==> config.mk <==
export PLATFORM = sky130hd
export DESIGN_NAME = zimbo_timer
export DESIGN_NICKNAME = d
export VERILOG_FILES = /design/src/rtl/zimbo_timer.sv
export SDC_FILE = /design/constraint.sdc
export NUM_CORES = 1
export LEC_CHECK = 0
export BUFFER_PORTS_ARGS = -buffer_cell sky130_fd_sc_hd__buf_4
export CORE_AREA = 10 10 100 102
export CTS_BUF_LIST = sky130_fd_sc_hd__clkbuf_8
export DETAILED_ROUTE_END_ITERATION = 10
export DIE_AREA = 0 0 110 112
export HOLD_SLACK_MARGIN = 0.05
export PLACE_DENSITY_LB_ADDON = 0.12
export SYNTH_ARGS = -nofsm -noshare
export SYNTH_HDL_FRONTEND = slang
export SYNTH_SLANG_ARGS = --single-unit
==> constraint.sdc <==
create_clock -name clock -period 5.1 [get_ports clock]
set_input_delay 1.275 -clock clock [delete_from_list [all_inputs] [get_ports clock]]
set_output_delay 1.275 -clock clock [all_outputs]
set_load 0.01 [all_outputs]
==> src/rtl/zimbo_timer.sv <==
// Memory-mapped timer/counter for the Zimbo data-memory port: prescaled down-counter with auto-reload,
// sticky expiry/irq, and an optional 32-bit cycle counter enabled by `define ZIMBO_TIMER_CYCLE_CNT_EN.
module zimbo_timer #(
    parameter logic [15:0] BASE_ADDR = 16'hFF00
) (
    input  logic        clock,
    input  logic        reset_n,
    input  logic [15:0] addrm,
    input  logic [15:0] wmdata,
    input  logic        memwr_en,
    output logic        periph_sel,
    output logic [15:0] periph_rdata,
    output logic        irq
);

    // state  | meaning
    // IDLE   | disabled, COUNT and prescaler frozen
    // RUN    | prescaler running, COUNT decrements on each tick
    // DONE   | one-shot expired, COUNT parked at 0 until re-armed
    typedef enum logic [1:0] {
        S_IDLE = 2'd0,
        S_RUN  = 2'd1,
        S_DONE = 2'd2
    } state_t;

    state_t      state_q, state_nx;
    logic        ctrl_en_q, ctrl_ar_q, ctrl_ie_q;
    logic [7:0]  ctrl_pre_q;
    logic [15:0] load_q;
    logic [15:0] count_q, count_nx;
    logic [7:0]  ps_q, ps_nx;
    logic        exp_q, exp_nx;

    logic [15:0] off;
    logic        in_win;
    logic        wr_ctrl, wr_load, wr_count, wr_status;
    logic        tick, expiry;

    assign off       = addrm - BASE_ADDR;
    assign in_win    = (off[15:3] == 13'd0);
    assign wr_ctrl   = memwr_en && in_win && (off[2:0] == 3'd0);
    assign wr_load   = memwr_en && in_win && (off[2:0] == 3'd1);
    assign wr_count  = memwr_en && in_win && (off[2:0] == 3'd2);
    assign wr_status = memwr_en && in_win && (off[2:0] == 3'd3);
    assign tick      = (state_q == S_RUN) && (ps_q == ctrl_pre_q);

    always_ff @(posedge clock or negedge reset_n) begin
        if (!reset_n) begin
            state_q <= S_IDLE;
            count_q <= '0;
            ps_q    <= '0;
            exp_q   <= 1'b0;
        end else begin
            state_q <= state_nx;
            count_q <= count_nx;
            ps_q    <= ps_nx;
            exp_q   <= exp_nx;
        end
    end

    always_comb begin
        state_nx = state_q;
        count_nx = count_q;
        ps_nx    = ps_q;
        expiry   = 1'b0;
        case (state_q)
            S_RUN: begin
                // a disable write suppresses whatever the tick would have done
                if (wr_ctrl && !wmdata[0]) begin
                    state_nx = S_IDLE;
                end else if (tick) begin
                    ps_nx = '0;
                    if (count_q != 16'd0) begin
                        count_nx = count_q - 16'd1;
                    end else begin
                        expiry = 1'b1;
                        if (ctrl_ar_q) count_nx = load_q;
                        else           state_nx = S_DONE;
                    end
                end else begin
                    ps_nx = ps_q + 8'd1;
                end
            end
            default: begin
                if (wr_ctrl) begin
                    if (wmdata[0]) begin
                        state_nx = S_RUN;
                        count_nx = load_q;
                        ps_nx    = '0;
                    end else begin
                        state_nx = S_IDLE;
                    end
                end
            end
        endcase
        if (wr_count) count_nx = wmdata;
        exp_nx = expiry || (exp_q && !(wr_status && wmdata[0]));
    end

    always_ff @(posedge clock or negedge reset_n) begin
        if (!reset_n) begin
            ctrl_en_q  <= 1'b0;
            ctrl_ar_q  <= 1'b0;
            ctrl_ie_q  <= 1'b0;
            ctrl_pre_q <= '0;
            load_q     <= '0;
        end else begin
            if (wr_ctrl) begin
                ctrl_en_q  <= wmdata[0];
                ctrl_ar_q  <= wmdata[1];
                ctrl_ie_q  <= wmdata[2];
                ctrl_pre_q <= wmdata[15:8];
            end
            if (wr_load) load_q <= wmdata;
        end
    end

`ifdef ZIMBO_TIMER_CYCLE_CNT_EN
    logic [31:0] cyc_q;
    logic [15:0] cyc_hi_q;
    logic        addr_cyc_lo;

    assign addr_cyc_lo = in_win && (off[2:0] == 3'd4);

    // reading LO snapshots the upper half so a following HI read is coherent
    always_ff @(posedge clock or negedge reset_n) begin
        if (!reset_n) begin
            cyc_q    <= '0;
            cyc_hi_q <= '0;
        end else if (addr_cyc_lo && memwr_en) begin
            cyc_q    <= '0;
            cyc_hi_q <= '0;
        end else begin
            cyc_q <= cyc_q + 32'd1;
            if (addr_cyc_lo) cyc_hi_q <= cyc_q[31:16];
        end
    end
`endif

    always_comb begin
        periph_sel   = 1'b0;
        periph_rdata = '0;
        if (in_win) begin
            case (off[2:0])
                3'd0: begin
                    periph_sel   = 1'b1;
                    periph_rdata = {ctrl_pre_q, 5'b0, ctrl_ie_q, ctrl_ar_q, ctrl_en_q};
                end
                3'd1: begin
                    periph_sel   = 1'b1;
                    periph_rdata = load_q;
                end
                3'd2: begin
                    periph_sel   = 1'b1;
                    periph_rdata = count_q;
                end
                3'd3: begin
                    periph_sel   = 1'b1;
                    periph_rdata = {15'b0, exp_q};
                end
`ifdef ZIMBO_TIMER_CYCLE_CNT_EN
                3'd4: begin
                    periph_sel   = 1'b1;
                    periph_rdata = cyc_q[15:0];
                end
                3'd5: begin
                    periph_sel   = 1'b1;
                    periph_rdata = cyc_hi_q;
                end
`endif
                default: begin
                    periph_sel   = 1'b0;
                    periph_rdata = '0;
                end
            endcase
        end
    end

    assign irq = exp_q && ctrl_ie_q;

endmodule

======== After elaboration in Yosys (flattened, before gate mapping) ========
Cells that the tools add are included.
word-level totals
  output and inout bits ................... 18
  register bits after elaboration ......... 54
  word-level logic and storage cells ...... 76
cells by class
  add/sub/neg operators ................... 3
  equality and inequality tests ........... 12
  reduce and logical (&&, ||, !) cells .... 24
  multiplexer cells ....................... 28
operators by type and width
  operator                count
  $mux 16                 9
  $pmux 16 s4             1
  $mux 8                  5
  $reduce_bool 16->1      1
  $sub 16x1->16 const B   1
  $sub 16x16->16 const B  1
  $logic_not 13->1        1
  $mux 2                  6
  $logic_and 1x1->1       10
  $ne 3x3->1 const B      3
  $add 8x1->8 const B     1
  $eq 8x8->1              1
  $mux 1                  7
  $eq 3x2->1 const B      2
  $ne 3x2->1 const B      2
  $reduce_bool 3->1       2
  $reduce_and 5->1        1
  $ne 4x3->1 const B      1
  $reduce_and 4->1        1
  $reduce_bool 2->1       2
  $reduce_or 4->1         1
  $eq 3x1->1 const B      1
  $logic_not 3->1         1
  $reduce_and 3->1        1
  4 further kinds         5

======== Longest topological paths before layout ========
  depth in word-level cells ............... 8
  gate-level depth with buffers ........... 9
  depth with buffers taken out ............ 8

======== Worst setup path after synthesis ========
No wires, ideal clock.
  path kind ............................... input -> output
  start point ............................. in addrm[12]
  end point ............................... out periph_rdata[10]
  path buffers ............................ 1
  slack ................................... 1.292 ns
  arrival ................................. 2.533 ns
  data required time ...................... 3.825 ns
  cell stages on the path ................. 5
  cell sequence ........................... or4_1 > o21ai_2 > nand4_4 > clkbuf_1 > nor2_1
between the ends
  longest elaborated chain between the ends .. 3
RTL lines
  item              RTL line  source
  from (decl)       8         input logic [15:0] addrm,
  $sub 16x16->16    39        assign off = addrm - BASE_ADDR;
  $logic_not 13->1  40        assign in_win = (off[15:3] == 13'd0);
  $mux 16           143       if (in_win) begin
  to (decl)         12        output logic [15:0] periph_rdata,
Every way passes these cells.

======== Final worst setup path ========
  start point ............................. in addrm[12]
  end point ............................... out periph_rdata[0]
Same word-level chain as after synthesis.

==> impl_results.md <==
- Post-synth EDFFs: 0
- DRC: 0
- Synthesized area per cell: 9.06 sq um
- Post-placement setup slack: 0.946 ns
- WS Path Type: primary input to output pin
- Compound-Gate Fraction of Synth Area: 17.2%
- Initial core utilization: 43.9%
- Setup Viol. Count Final: 0
- Cts hold-fix bufs: 0
- Fmax: 0.242 GHz
- Setup crit start kind: primary input
- Largest family of logic cells by synthesized area: simple AND/OR/NAND/NOR gates
- Worst hold-check path type: flop to flop
- Antenna Violating Nets Remaining: 0
- CP Max Fanout: 19
- Leak: 1.79 nW
- Vias in the first global route: 3,083
- Yosys reg bits: 54
- Post-CTS Repair Setup Buffers: 0
- Async S/R FF share, synth: 100%
- Worst Skew: 0.00798 ns
- H-Tree Depth: 2
- Req. time, crit path: 3.83 ns
- Synthesized area: 0.00353 sq mm
- Fillers: 827
- Crit. End Element: output pin
- WL/cell: 17.8 um
- DIE AREA: 0.0123 sq mm
- Post-Syn Nets: 429
- Post-synthesis adder-cell area fraction: 1.42%
- Die width: 110 um
- XOR/XNOR share of the synthesized area: 5.70%
- Diode count: 0
- Sink Count: 54
- First-pass GRT wire length: 16,000 um
- Initial DRC Count: 128
- Via/cell ratio: 5.68
- Simple logic cell fraction of the synthesized area: 21.0%
- Mux contribution to synthesized area: 12.4%
- PD cells: 190 mW/mm^2
- Fin crit period: 4.14 ns
- Initial antenna violation count: 0
- Cell count after synthesis: 390
- Tcrit/Tclk final: 81.1%
- Largest net degree at the start of global routing: 55
- Worst Max-Slew Pin Slew: 1.02 ns
- Area of the multi-input gates: 0.00204 sq mm
- Design Area, Final: 0.00410 sq mm
- Root Buffer: clkbuf_8
- Die height: 112 um
- Yosys warning total: 0
- # IOs: 53
- Placed cell areas: 0.00399 sq mm
- Clock transition at path regs: 0.09 ns
- Yosys cell types: 55
- Post-CTS Resized: 0
- Max clock buf depth: 2
- Share of layout cells above drive strength 1: 21.4%
- Row count: 33
- # nets final: 472
- DP HPWL: 6810 um
- Drt pass-1 iters: 5
- Storage cell area: 0.00135 sq mm
- Core box area: 0.00805 sq mm
- TNS Setup: 0 ns
- Via count: 3,062
- Final core utilization: 50.9%
- CP arrival: 2.86 ns
- Status: complete, no violations
- Clk_lat worst skew: 0.32 ns
- Final Max Tran Viols: 0
- Total congestion overflow: 0
- Worst vdd ir: 126 uV
- RSZ-0062 raised after global routing: no
- Slew margin rel.: 32.0%
- Drt total wl: 9600 um
- Largest cells by area after synthesis: dfrtp_1 (38%), mux2i_1 (5.4%), xnor2_1 (5.0%), nor2_1 (4.6%), o21ai_0 (4.4%)
- Sequential share of the synthesized area: 38.2%
- Max-Cap Viols: 0
- Area added between synthesis and finish: 16.0%
- Clock tree from TritonCTS: built
- Ys flop type: dfrtp_1
- Final setup margin: 0.962 ns
- Final Hold Vio Count: 0
- # port buffers: 52
- Gr usage total: 15.9%
- Area share of the largest cell type after synthesis: 38.2%
- GP Congestion: 0.821
- Number of CTS-inserted buffers: 5
- Synth area leader: dfrtp_1
## stage by stage
step,hold slack [ns],power (mW),std cells
finish,0.480,0.778,539
global route,0.505,0.812,539
CTS,0.487,0.786,539
detailed placement,0.464,0.495,531
global placement,0.474,0.494,531
floorplan,0.442,0.455,390
## cells in the mapped netlist (all sizes together), types with 2 or more instances
| master | count |
|---|---|
| o31a | 2 |
| and2 | 2 |
| and3 | 3 |
| a32oi | 7 |
| a22o | 3 |
| nor3b | 4 |
| buf | 7 |
| nand2 | 30 |
| xnor2 | 20 |
| a21oi | 18 |
| inv | 12 |
| nor2b | 5 |
| nand3b | 2 |
| dfrtp | 54 |
| a22oi | 6 |
| o21ai | 38 |
| nor3 | 10 |
| ha | 4 |
| nor4 | 4 |
| nor2 | 43 |
| nand3 | 12 |
| or3 | 8 |
| xor2 | 3 |
| nand2b | 7 |
| a21o | 2 |
| a31oi | 12 |
| or4 | 2 |
| o31ai | 2 |
| nand4 | 5 |
| clkbuf | 13 |
| mux2i | 19 |
| mux2 | 18 |
## worst max-delay path, stage by stage
cell and delay, ns:
buf_4 0.11, or4_1 0.53, o21ai_2 0.14, nand4_4 0.36
nor3b_1 0.29, buf_4 0.16
## final cells by class
class                   instances  area share, %
flip-flops and latches         54           32.9
well taps                     105           3.20
repair buffers                 56           10.3
clock buffers                   5           1.68
clock inverters                 3          0.976
multi-input cells             303           49.7
inverters                      13           1.22
## kinds of logic (layout without fill, tap and decap cells)
| family | count (synthesis) | in the layout |
|---|---|---|
| xor gates and xnor gates | 23 | 23 |
| adders and majority gates | 4 | 4 |
| and+or+nand+nor | 142 | 142 |
| DFF | 54 | 54 |
| buffers and inverters | 33 | 77 |
| AOI/OAI and AO/OA | 96 | 96 |
| muxes | 38 | 38 |
## per-layer routing
| metal | GRT usage [%] | up-vias | part of all wire, % |
|---|---|---|---|
| met1 | 22.3 | 1490 | 48 |
| met3 | 3.46 | 4 | 6.2 |
| met4 | 3.47 | 0 | 0.77 |
| li1 | - | 1496 | - |
| met5 | 0 | - | 0 |
| met2 | 24.2 | 72 | 45 |
## cell usage in the layout (no fill, tap or decap), types with 8 or more instances in the layout
cell type,Yosys,routed
buf_4,0,56
a31oi_1,12,12
mux2_2,12,12
a21oi_1,17,17
nor2_1,43,43
o21ai_0,31,31
nor3_1,10,10
nand3_1,12,12
xnor2_1,20,20
inv_1,12,12
mux2i_1,19,19
dfrtp_1,54,54
nand2_1,30,30
or3_1,8,8
## worst paths after layout
path                             from              end  slack (ns)  cells past startpoint
max                         addrm[12]  periph_rdata[0]        0.96                      6
min                         ctrl_en_q        ctrl_en_q        0.48                      2
max reg2reg                count_q[2]       count_q[1]        2.21                      6
min reg2reg                 ctrl_en_q        ctrl_en_q        0.48                      2
max in group asynchronous     reset_n       count_q[3]        3.64                      1
min in group asynchronous     reset_n          ps_q[3]        0.99                      1
## power by group
group | internal [mW] | total, mW | leakage (nW) | switching [mW]
Sequential | 0.428 | 0.428 | 0.739 | 0.000188
Combinational | 0.0252 | 0.0570 | 0.990 | 0.0318
Clock | 0.145 | 0.292 | 0.0579 | 0.148
## state kept, by name, summed over array words and instances, names as in the netlist
| signal | flops |
|---|---|
| ctrl_pre_q | 8 |
| state_q | 2 |
| count_q | 16 |
| ctrl_en_q | 1 |
| exp_q | 1 |
| ps_q | 8 |
| load_q | 16 |
| ctrl_ie_q | 1 |
| ctrl_ar_q | 1 |
No activity file was read; power rests on OpenSTA's default activity.
